### src/rtl/corr_ram_ctrl.sv
// Coefficient RAM sequencer: loads a coefficient set from the host stream,
// then sweeps the read port continuously to feed the correlator lanes.
module corr_ram_ctrl #(
  parameter  int NUM_PARALLEL = 8,
  parameter  int DATA_WIDTH   = 12,
  parameter  int NUM_CORRS    = 1,
  localparam int DM           = NUM_PARALLEL * NUM_CORRS - 1,
  localparam int AW           = $clog2(DM + 1),
  localparam int LW           = $clog2(NUM_PARALLEL),
  localparam int CW           = (NUM_CORRS > 1) ? $clog2(NUM_CORRS) : 1
) (
  input  logic                  clk,
  input  logic                  rst,
  input  logic                  ena,
  input  logic                  ld_start,
  input  logic                  ld_valid,
  input  logic [DATA_WIDTH-1:0] ld_data,
  output logic                  ld_ready,
  output logic                  ld_done,
  input  logic                  run_start,
  input  logic                  run_stop,
  output logic                  busy,
  output logic                  ram_ena,
  output logic [AW-1:0]         ram_wr_addr,
  output logic [DATA_WIDTH-1:0] ram_din,
  output logic [AW-1:0]         ram_rd_addr,
  input  logic [DATA_WIDTH-1:0] ram_dout,
  output logic                  out_valid,
  output logic [DATA_WIDTH-1:0] out_data,
  output logic [LW-1:0]         out_lane,
  output logic [CW-1:0]         out_corr,
  output logic                  out_last
);

  typedef enum logic [1:0] {S_IDLE, S_LOAD, S_RUN, S_DRAIN} state_t;

  localparam logic [AW-1:0] DM_A = AW'(DM);

  state_t                r_state;
  state_t                w_state_next;
  logic [AW-1:0]         r_wr_cnt, w_wr_next;
  logic [AW-1:0]         r_rd_cnt, w_rd_next;
  logic                  r_stop_pend, w_stop_next;
  logic                  r_ld_done, w_ld_done_next;
  logic                  r_out_valid;
  logic                  r_out_last;
  logic [DATA_WIDTH-1:0] r_out_data;
  logic [AW-1:0]         r_out_addr;
  logic                  w_stop_eff;

  always_ff @(posedge clk or posedge rst) begin
    if (rst) begin
      r_state     <= S_IDLE;
      r_wr_cnt    <= '0;
      r_rd_cnt    <= '0;
      r_stop_pend <= 1'b0;
      r_ld_done   <= 1'b0;
    end else begin
      r_state     <= w_state_next;
      r_wr_cnt    <= w_wr_next;
      r_rd_cnt    <= w_rd_next;
      r_stop_pend <= w_stop_next;
      r_ld_done   <= w_ld_done_next;
    end
  end

  assign w_stop_eff = r_stop_pend | run_stop;

  // With ena low every *_next defaults to the current value, freezing the block.
  always_comb begin
    w_state_next   = r_state;
    w_wr_next      = r_wr_cnt;
    w_rd_next      = r_rd_cnt;
    w_stop_next    = r_stop_pend;
    w_ld_done_next = r_ld_done;
    if (ena) begin
      w_ld_done_next = 1'b0;
      case (r_state)
        S_IDLE: begin
          if (ld_start) begin
            w_state_next = S_LOAD;
            w_wr_next    = '0;
          end else if (run_start) begin
            w_state_next = S_RUN;
            w_rd_next    = '0;
            w_stop_next  = 1'b0;
          end
        end
        S_LOAD: begin
          if (ld_valid) begin
            if (r_wr_cnt == DM_A) begin
              w_wr_next      = '0;
              w_state_next   = S_IDLE;
              w_ld_done_next = 1'b1;
            end else begin
              w_wr_next = r_wr_cnt + AW'(1);
            end
          end
        end
        S_RUN: begin
          if (r_rd_cnt == DM_A) begin
            w_rd_next = '0;
            if (w_stop_eff) begin
              w_state_next = S_DRAIN;
            end else begin
              w_stop_next = r_stop_pend;
            end
          end else begin
            w_rd_next   = r_rd_cnt + AW'(1);
            w_stop_next = w_stop_eff;
          end
        end
        S_DRAIN: begin
          w_state_next = S_IDLE;
          w_rd_next    = '0;
          w_stop_next  = 1'b0;
        end
        default: w_state_next = S_IDLE;
      endcase
    end
  end

  // Read data is captured one cycle after its address; a masked word is re-presented later.
  always_ff @(posedge clk or posedge rst) begin
    if (rst) begin
      r_out_valid <= 1'b0;
      r_out_last  <= 1'b0;
      r_out_data  <= '0;
      r_out_addr  <= '0;
    end else if (ena) begin
      r_out_valid <= (r_state == S_RUN);
      if (r_state == S_RUN) begin
        r_out_data <= ram_dout;
        r_out_addr <= r_rd_cnt;
        r_out_last <= (r_rd_cnt == DM_A);
      end
    end
  end

  assign ld_ready    = ena & (r_state == S_LOAD);
  assign ram_ena     = ld_ready & ld_valid;
  assign ram_wr_addr = r_wr_cnt;
  assign ram_din     = (r_state == S_LOAD) ? ld_data : '0;
  assign ram_rd_addr = r_rd_cnt;
  assign ld_done     = r_ld_done & ena;
  assign busy        = (r_state != S_IDLE);
  assign out_valid   = r_out_valid & ena;
  assign out_data    = r_out_data;
  assign out_last    = r_out_last & out_valid;
  assign out_lane    = r_out_addr[LW-1:0];

  generate
    if (NUM_CORRS == 1) begin : g_single_corr
      assign out_corr = '0;
    end else begin : g_multi_corr
      assign out_corr = r_out_addr[AW-1:LW];
    end
  endgenerate

endmodule

### config.mk
export PLATFORM = sky130hd
export DESIGN_NAME = corr_ram_ctrl
export DESIGN_NICKNAME = d
export VERILOG_FILES = /design/src/rtl/corr_ram_ctrl.sv
export SDC_FILE = /design/constraint.sdc
export NUM_CORES = 1
export LEC_CHECK = 0
export ABC_AREA = 1
export CAP_MARGIN = 10
export CELL_PAD_IN_SITES_DETAIL_PLACEMENT = 0
export CELL_PAD_IN_SITES_GLOBAL_PLACEMENT = 2
export CORE_ASPECT_RATIO = 0.8
export CORE_UTILIZATION = 22
export CTS_CLUSTER_DIAMETER = 200
export DETAILED_ROUTE_END_ITERATION = 16
export GPL_TIMING_DRIVEN = 1
export PLACE_DENSITY = 0.94
export SYNTH_ARGS = -nofsm -noshare
export SYNTH_HDL_FRONTEND = slang
export SYNTH_SLANG_ARGS = --single-unit
export TNS_END_PERCENT = 50
### constraint.sdc
create_clock -name clk -period 3.6 [get_ports clk]
set_clock_uncertainty 0.2 [all_clocks]
set_input_delay 0.72 -clock clk [delete_from_list [all_inputs] [get_ports clk]]
set_output_delay 0.72 -clock clk [all_outputs]
set_load 0.02 [all_outputs]
==> metrics.txt, run 1 <==
status=finished clean; Avg Cell Area, Syn=7.364 µm²; hold depth=2; non-filler cells, final=between 300 and 400; initial antenna violation count=0; cells resized by post-CTS repair=0; period utilization=slightly below 90%; CP Capture Type=output pin; row cnt=25; Placer Congestion=roughly 0.78; post-DP HPWL=2.732 mm; crit path time final=approximately 3200 ps; min-delay src=out_data[6]; number of DRC markers in iteration 0=40; Slowest cell on crit path=clkdlybuf4s50_1; die footprint=between 6000 and 7000 µm²; Pwr Total=1.475 mW; Slew Viols, Final=0; dpl cells=336; vias in the first global route=1229; Worst-Skew Late Latency=270 ps; # IOs=a little over 70; Synth Instances=192; Design Area, Final=2217 µm²; worst-path cell chain=clkdlybuf4s50_1, buf_4, nand2_1, nor2_1, clkdlybuf4s50_1; Lkg Pwr=approximately 1.1 nW; CTS HTree Levels=1; final wirelength=around 3.6 mm; placed instance area=roughly 2200 µm²; clock tree buffer depth=2; Seq/Total Area, Yosys=between 40% and 50%; Layout Nets=295; CP Launch Type=input pin; syn nets=between 200 and 250; Worst R2R End=out_lane[0]; Min-Delay Path Class=register to register; core box area=6068 µm²; pin count of the biggest net entering global routing=28; Worst path max stage delay=about 600 ps; number of distinct library cells after synthesis=21; Setup Buffers After CTS=0; Final setup viols=0; Reg clk slew, reported paths=roughly 90 ps; crit path kind=input pin to output pin; Setup TNS=0 ps; wire per inst=10.58 µm; WP data arrival=2250 ps; RSZ-0062 raised after global routing=false; GRT Overall Usage=10.98%; Reg-to-Reg Start=r_state[0]; critical path fanouts, max=20; CTS tree=yes; flops & latches, synth=27; layout cells sized above 1=under 10%; Die Ht=73.70 µm; first-pass GRT wire length=a little under 6 mm; Hold EP=out_data[6]; via count=roughly 1300; worst vdd ir=between 0.2 and 0.3 mV; most frequent CP cell=clkdlybuf4s50_1; FF-to-FF setup slack=1680 ps; PortBufs=between 60 and 70; CTS Sinks=27; Max Freq=315.9 MHz; synthesized area=between 1000 and 1500 µm²; DRC Markers=0; vias per cell=3.929; Final Hold Fails=0; cell count of the worst reg-to-reg path=3; Starting Density=a little under a quarter; number of CTS-inserted buffers=3; Die X=91.63 µm; max-cap viol count=0; Setup WS pre-CTS=between 400 and 500 ps; Remaining Overflow, GRT=0; TritonRoute pass-1 iters=4; Post-DRT Antenna Nets=0; CTS root buf=clkbuf_8; cell area power density=approximately 670 nW/µm²; setup ws final=434.2 ps; Area growth syn-to-layout=56.81%; Yosys Warn Count=0; Critical Path RT=2680 ps; cts hold-fix bufs=0; # diodes=0
## worst max-delay path, delay by kind of cell
kind                   cells  cell delay [ps]
AND/OR/NAND/NOR            2              190
buffers and inverters      3             1320
## flip-flops by register name (all words and copies together), names as in the netlist
name,cells
out_lane,3
ram_wr_addr,3
r_stop_pend,1
r_state,2
out_data,12
r_out_last,1
r_out_valid,1
r_ld_done,1
ram_rd_addr,3
## report_power, final
part / total (mW) / switching [mW] / internal, mW
Clock: 0.170 / 0.0904 / 0.0792
Combinational: 0.803 / 0.447 / 0.355
Sequential: 0.503 / 0.0886 / 0.414
Total: 1.48 / 0.626 / 0.849
## area by class of cell
cell class	count	area [µm²]
fill	651	3851
tap	81	101.3
multi-input combinational	127	576.8
sequential	27	675.6
clock buffer	4	45.04
inverter	30	112.6
timing repair buffer	71	705.7
## layer usage
layer	global-route usage (%)	up-vias	wire, µm
li1	-	709	-
met1	15.34	597	1767
met2	17.13	28	1655
met3	3.209	2	156
met4	1.587	0	17
met5	0	-	0
## how the worst max path moves through the flow
stage	start	to	slack, ps	cells after the start
floorplan	ena	ram_ena	1400	4
global placement	ena	out_last	430	5
detailed placement	ena	out_last	420	5
CTS	ena	out_last	420	5
global route	ena	out_last	340	5
finish	ena	out_last	430	5
## placed cells by master (no fill, tap or decap), drive strengths merged
master	synthesis	layout
nor2	23	23
a21oi	1	1
nand3	20	20
buf	7	2
clkbuf	1	4
clkdlybuf4s50	0	69
dfrtp	27	27
inv	30	30
o21ai	9	9
ha	4	4
nand2	66	66
nor3	1	1
or2	1	1
conb	1	1
nand3b	1	1
## logic make-up (layout without fill, tap and decap cells)
| family | after synthesis | after routing | share of synthesized area, % |
|---|---|---|---|
| buf+inv | 38 | 105 | 11.41 |
| fa+ha+maj | 4 | 4 | 3.540 |
| compound gates | 10 | 10 | 3.539 |
| flops | 27 | 27 | 47.79 |
| other cells | 1 | 1 | 0.2652 |
| simple gates | 112 | 112 | 33.45 |
## Yosys cell counts, drive strengths merged
cell / instances / area [µm²]
nor3: 1 / 5.000
ha: 4 / 50.05
nand3b: 1 / 7.510
or2: 1 / 6.260
conb: 1 / 3.750
clkbuf: 1 / 3.750
nand2: 66 / 252.7
dfrtp: 27 / 675.7
a21oi: 1 / 5.000
buf: 7 / 45.04
nand3: 20 / 105.1
inv: 30 / 112.6
nor2: 23 / 96.35
o21ai: 9 / 45.04
## through the flow
| step | utilization, % | hold slack, ps |
|---|---|---|
| 2_1_floorplan | - | 249.6 |
| 3_3_place_gp | 35.79 | 254.8 |
| 3_5_place_dp | 35.79 | 260.6 |
| 4_1_cts | 36.54 | 283.7 |
| 5_1_grt | 36.54 | 311.2 |
| 6_report | 36.54 | 276.8 |
Power figures use the tool's default switching activity.
==> inputs of run 2 (changes only) <==
--- a/config.mk
+++ b/config.mk
@@ -6,7 +6,7 @@
 export NUM_CORES = 1
 export LEC_CHECK = 0
 export ABC_AREA = 1
-export CAP_MARGIN = 10
+export CAP_MARGIN = 0
 export CELL_PAD_IN_SITES_DETAIL_PLACEMENT = 0
 export CELL_PAD_IN_SITES_GLOBAL_PLACEMENT = 2
 export CORE_ASPECT_RATIO = 0.8
@@ -18,4 +18,3 @@
 export SYNTH_ARGS = -nofsm -noshare
 export SYNTH_HDL_FRONTEND = slang
 export SYNTH_SLANG_ARGS = --single-unit
-export TNS_END_PERCENT = 50
==> results of run 2 <==
The final DEF is identical to that of run 1; final timing and power are the same.
==> inputs of run 3 (changes only) <==
--- a/config.mk
+++ b/config.mk
@@ -14,6 +14,7 @@
 export CTS_CLUSTER_DIAMETER = 200
 export DETAILED_ROUTE_END_ITERATION = 16
 export GPL_TIMING_DRIVEN = 1
+export MAX_ROUTING_LAYER = met4
 export PLACE_DENSITY = 0.94
 export SYNTH_ARGS = -nofsm -noshare
 export SYNTH_HDL_FRONTEND = slang
==> constraint.sdc (replaced) <==
create_clock -name clk -period 3.6 [get_ports clk]
set_clock_uncertainty 0.2 [all_clocks]
set_input_delay 0.72 -clock clk [delete_from_list [all_inputs] [get_ports clk]]
set_output_delay 0.72 -clock clk [all_outputs]
set_load 0.1 [all_outputs]
==> run 3 against run 2 <==
Against the previous run: die area did not move; via count is 2.9% higher; non-clock buffer count is the same; first-iteration DRC count decreased by 5.0%; cell count stayed put; clock-buffer cell count unchanged; flip-flop and latch count is the same; setup slack better by 320 ps; fmax rose by 11%; design area decreased by 1.4%; core utilization is 0.49 points lower; critical path depth is 1 higher.
==> metrics.txt, run 3 (synthesis results as in run 1) <==
number of DRC markers in iteration 0=38 (-5.0%); # IOs=71 (unchanged); Hold EP=out_data[10]; Starting Density=23.30% (unchanged); Worst R2R End=out_lane[0]; Setup Buffers After CTS=0 (unchanged); cells resized by post-CTS repair=0 (unchanged); Layout Nets=295 (unchanged); # diodes=0 (unchanged); CP Buf/Inv Count=4 (+1); layout cells sized above 1=18.53% (+14 points); fillers=649 (-0.31%); Min-Delay Path Class=register to register; vias per cell=4.044 (+2.9%); Detail Route met2 WL=1.716 mm (+3.7%); CP Capture Type=output pin; Slew headroom=35.89%; cell count of the worst reg-to-reg path=3 (unchanged); Reg-to-Reg Start=r_state[0]; CP Launch Type=input pin; most frequent CP cell=inv_1; worst-path cell chain=clkdlybuf4s50_1, inv_1, nor2_2, nand2_1, inv_1, buf_12; Die X=91.63 µm (unchanged); Final setup viols=0 (unchanged); Met3 Wirelength=171 µm (+9.6%); Die Ht=73.70 µm (unchanged); wire per inst=10.81 µm (+2.2%); WP depth=6 (+1); Post-DRT Antenna Nets=0 (unchanged); Placer Congestion=0.8040 (+3.6%); die footprint=6753 µm² (unchanged); row cnt=25 (unchanged); crit path kind=input pin to output pin; most frequent cells in the layout=nand2_1, buf_4, clkdlybuf4s50_1; FF+latch area=675.6 µm² (unchanged); DRC Markers=0 (unchanged); cts hold-fix bufs=0 (unchanged); Final Hold Fails=0 (unchanged); CTS HTree Levels=1 (unchanged); FF-to-FF setup slack=1680 ps (about the same); number of CTS-inserted buffers=3 (unchanged); clock tree buffer depth=2 (unchanged); crit path time final=2842 ps (-323.5 ps); Worst-Skew Late Latency=270 ps (about the same); Slew Viols, Final=0 (unchanged); WP data arrival=1920 ps (-330 ps); hold depth=2 (unchanged); initial antenna violation count=0 (unchanged); Reg clk slew, reported paths=90 ps (about the same); CTS tree=yes; via count=1375 (+2.9%); Area growth syn-to-layout=54.69%; PortBufs=69 (unchanged); period utilization=78.95% (-9.0 points); status=finished clean; crit-path leading delay family=buffers and inverters; vias in the first global route=1272 (+3.5%); Worst path max stage delay=510 ps (-90 ps); min-delay src=out_data[10]; GRT Overall Usage=11.58% (+0.61 points); pin count of the biggest net entering global routing=28 (unchanged); Max Freq=351.8 MHz (+11%); commonest non-fill, non-tap cell in the layout=nand2_1; Setup TNS=0 ps (unchanged); Critical Path RT=2680 ps (about the same); critical path fanouts, max=3 (-85%); Metal-1 WL=1.770 mm (+0.17%); Slowest cell on crit path=clkdlybuf4s50_1; CTS Sinks=27 (unchanged); TritonRoute pass-1 iters=4 (unchanged); Max Used Layer=met4; RSZ-0062 raised after global routing=false; Remaining Overflow, GRT=0 (unchanged); final wirelength=3.675 mm (+2.2%); core box area=6068 µm² (unchanged); first-pass GRT wire length=5.975 mm (+3.0%); CTS root buf=clkbuf_8; max reg flops=12 (unchanged); Multi-input gate area=576.8 µm² (unchanged); max-cap viol count=0 (unchanged); post-DP HPWL=2.769 mm (+1.3%); worst-margin pin slew=958.7 ps
[run 3: cell count changes in the layout (fill, tap and decap cells not counted), sizes merged]
cell,delta
buf,+37
clkdlybuf4s50,-37
[run 3: metal layers]
metal  vias up  GRT usage (%)
met5         -              -
met4         0          1.587
met3         2          3.520
met2        28          18.46
met1       632          14.88
li1        713              -
[run 3: worst max path at each step]
stage | start | to
final | ena | ram_ena
after global routing | ena | ram_ena
after CTS | ena | ram_ena
after detailed placement | ena | ram_ena
after global placement | ena | ram_ena
after floorplan | ena | ram_ena
[run 3: final cells by class]
type / count / share of cell area, %
tap: 81 / 4.634
multi-input combinational: 127 / 26.37
clock buffer: 4 / 2.059
sequential: 27 / 30.89
inverter: 30 / 5.149
timing repair buffer: 71 / 30.89
[run 3: worst min-delay path, cell delays in order, from the launching register on]
cell and delay [ps]:
dfrtp_1 350, nand2_1 50, nand2_1 50
[run 3: per-stage QoR]
stage	instances	setup WS [ps]	area (µm²)	utilization (%)	hold slack (ps)
final	340	757.7	2187	36.04	280.0
after global routing	340	671.5	2187	36.04	311.3
after CTS	340	746.9	2187	36.04	285.5
after detailed placement	336	752.0	2142	35.30	261.9
after global placement	336	783.9	2142	35.30	255.2
after floorplan	192	283.3	1414	-	249.6
Power of run 3 is left out: the tool's default activity adds up to more than one toggle a clock period on the data nets, which glitch-free logic cannot reach.
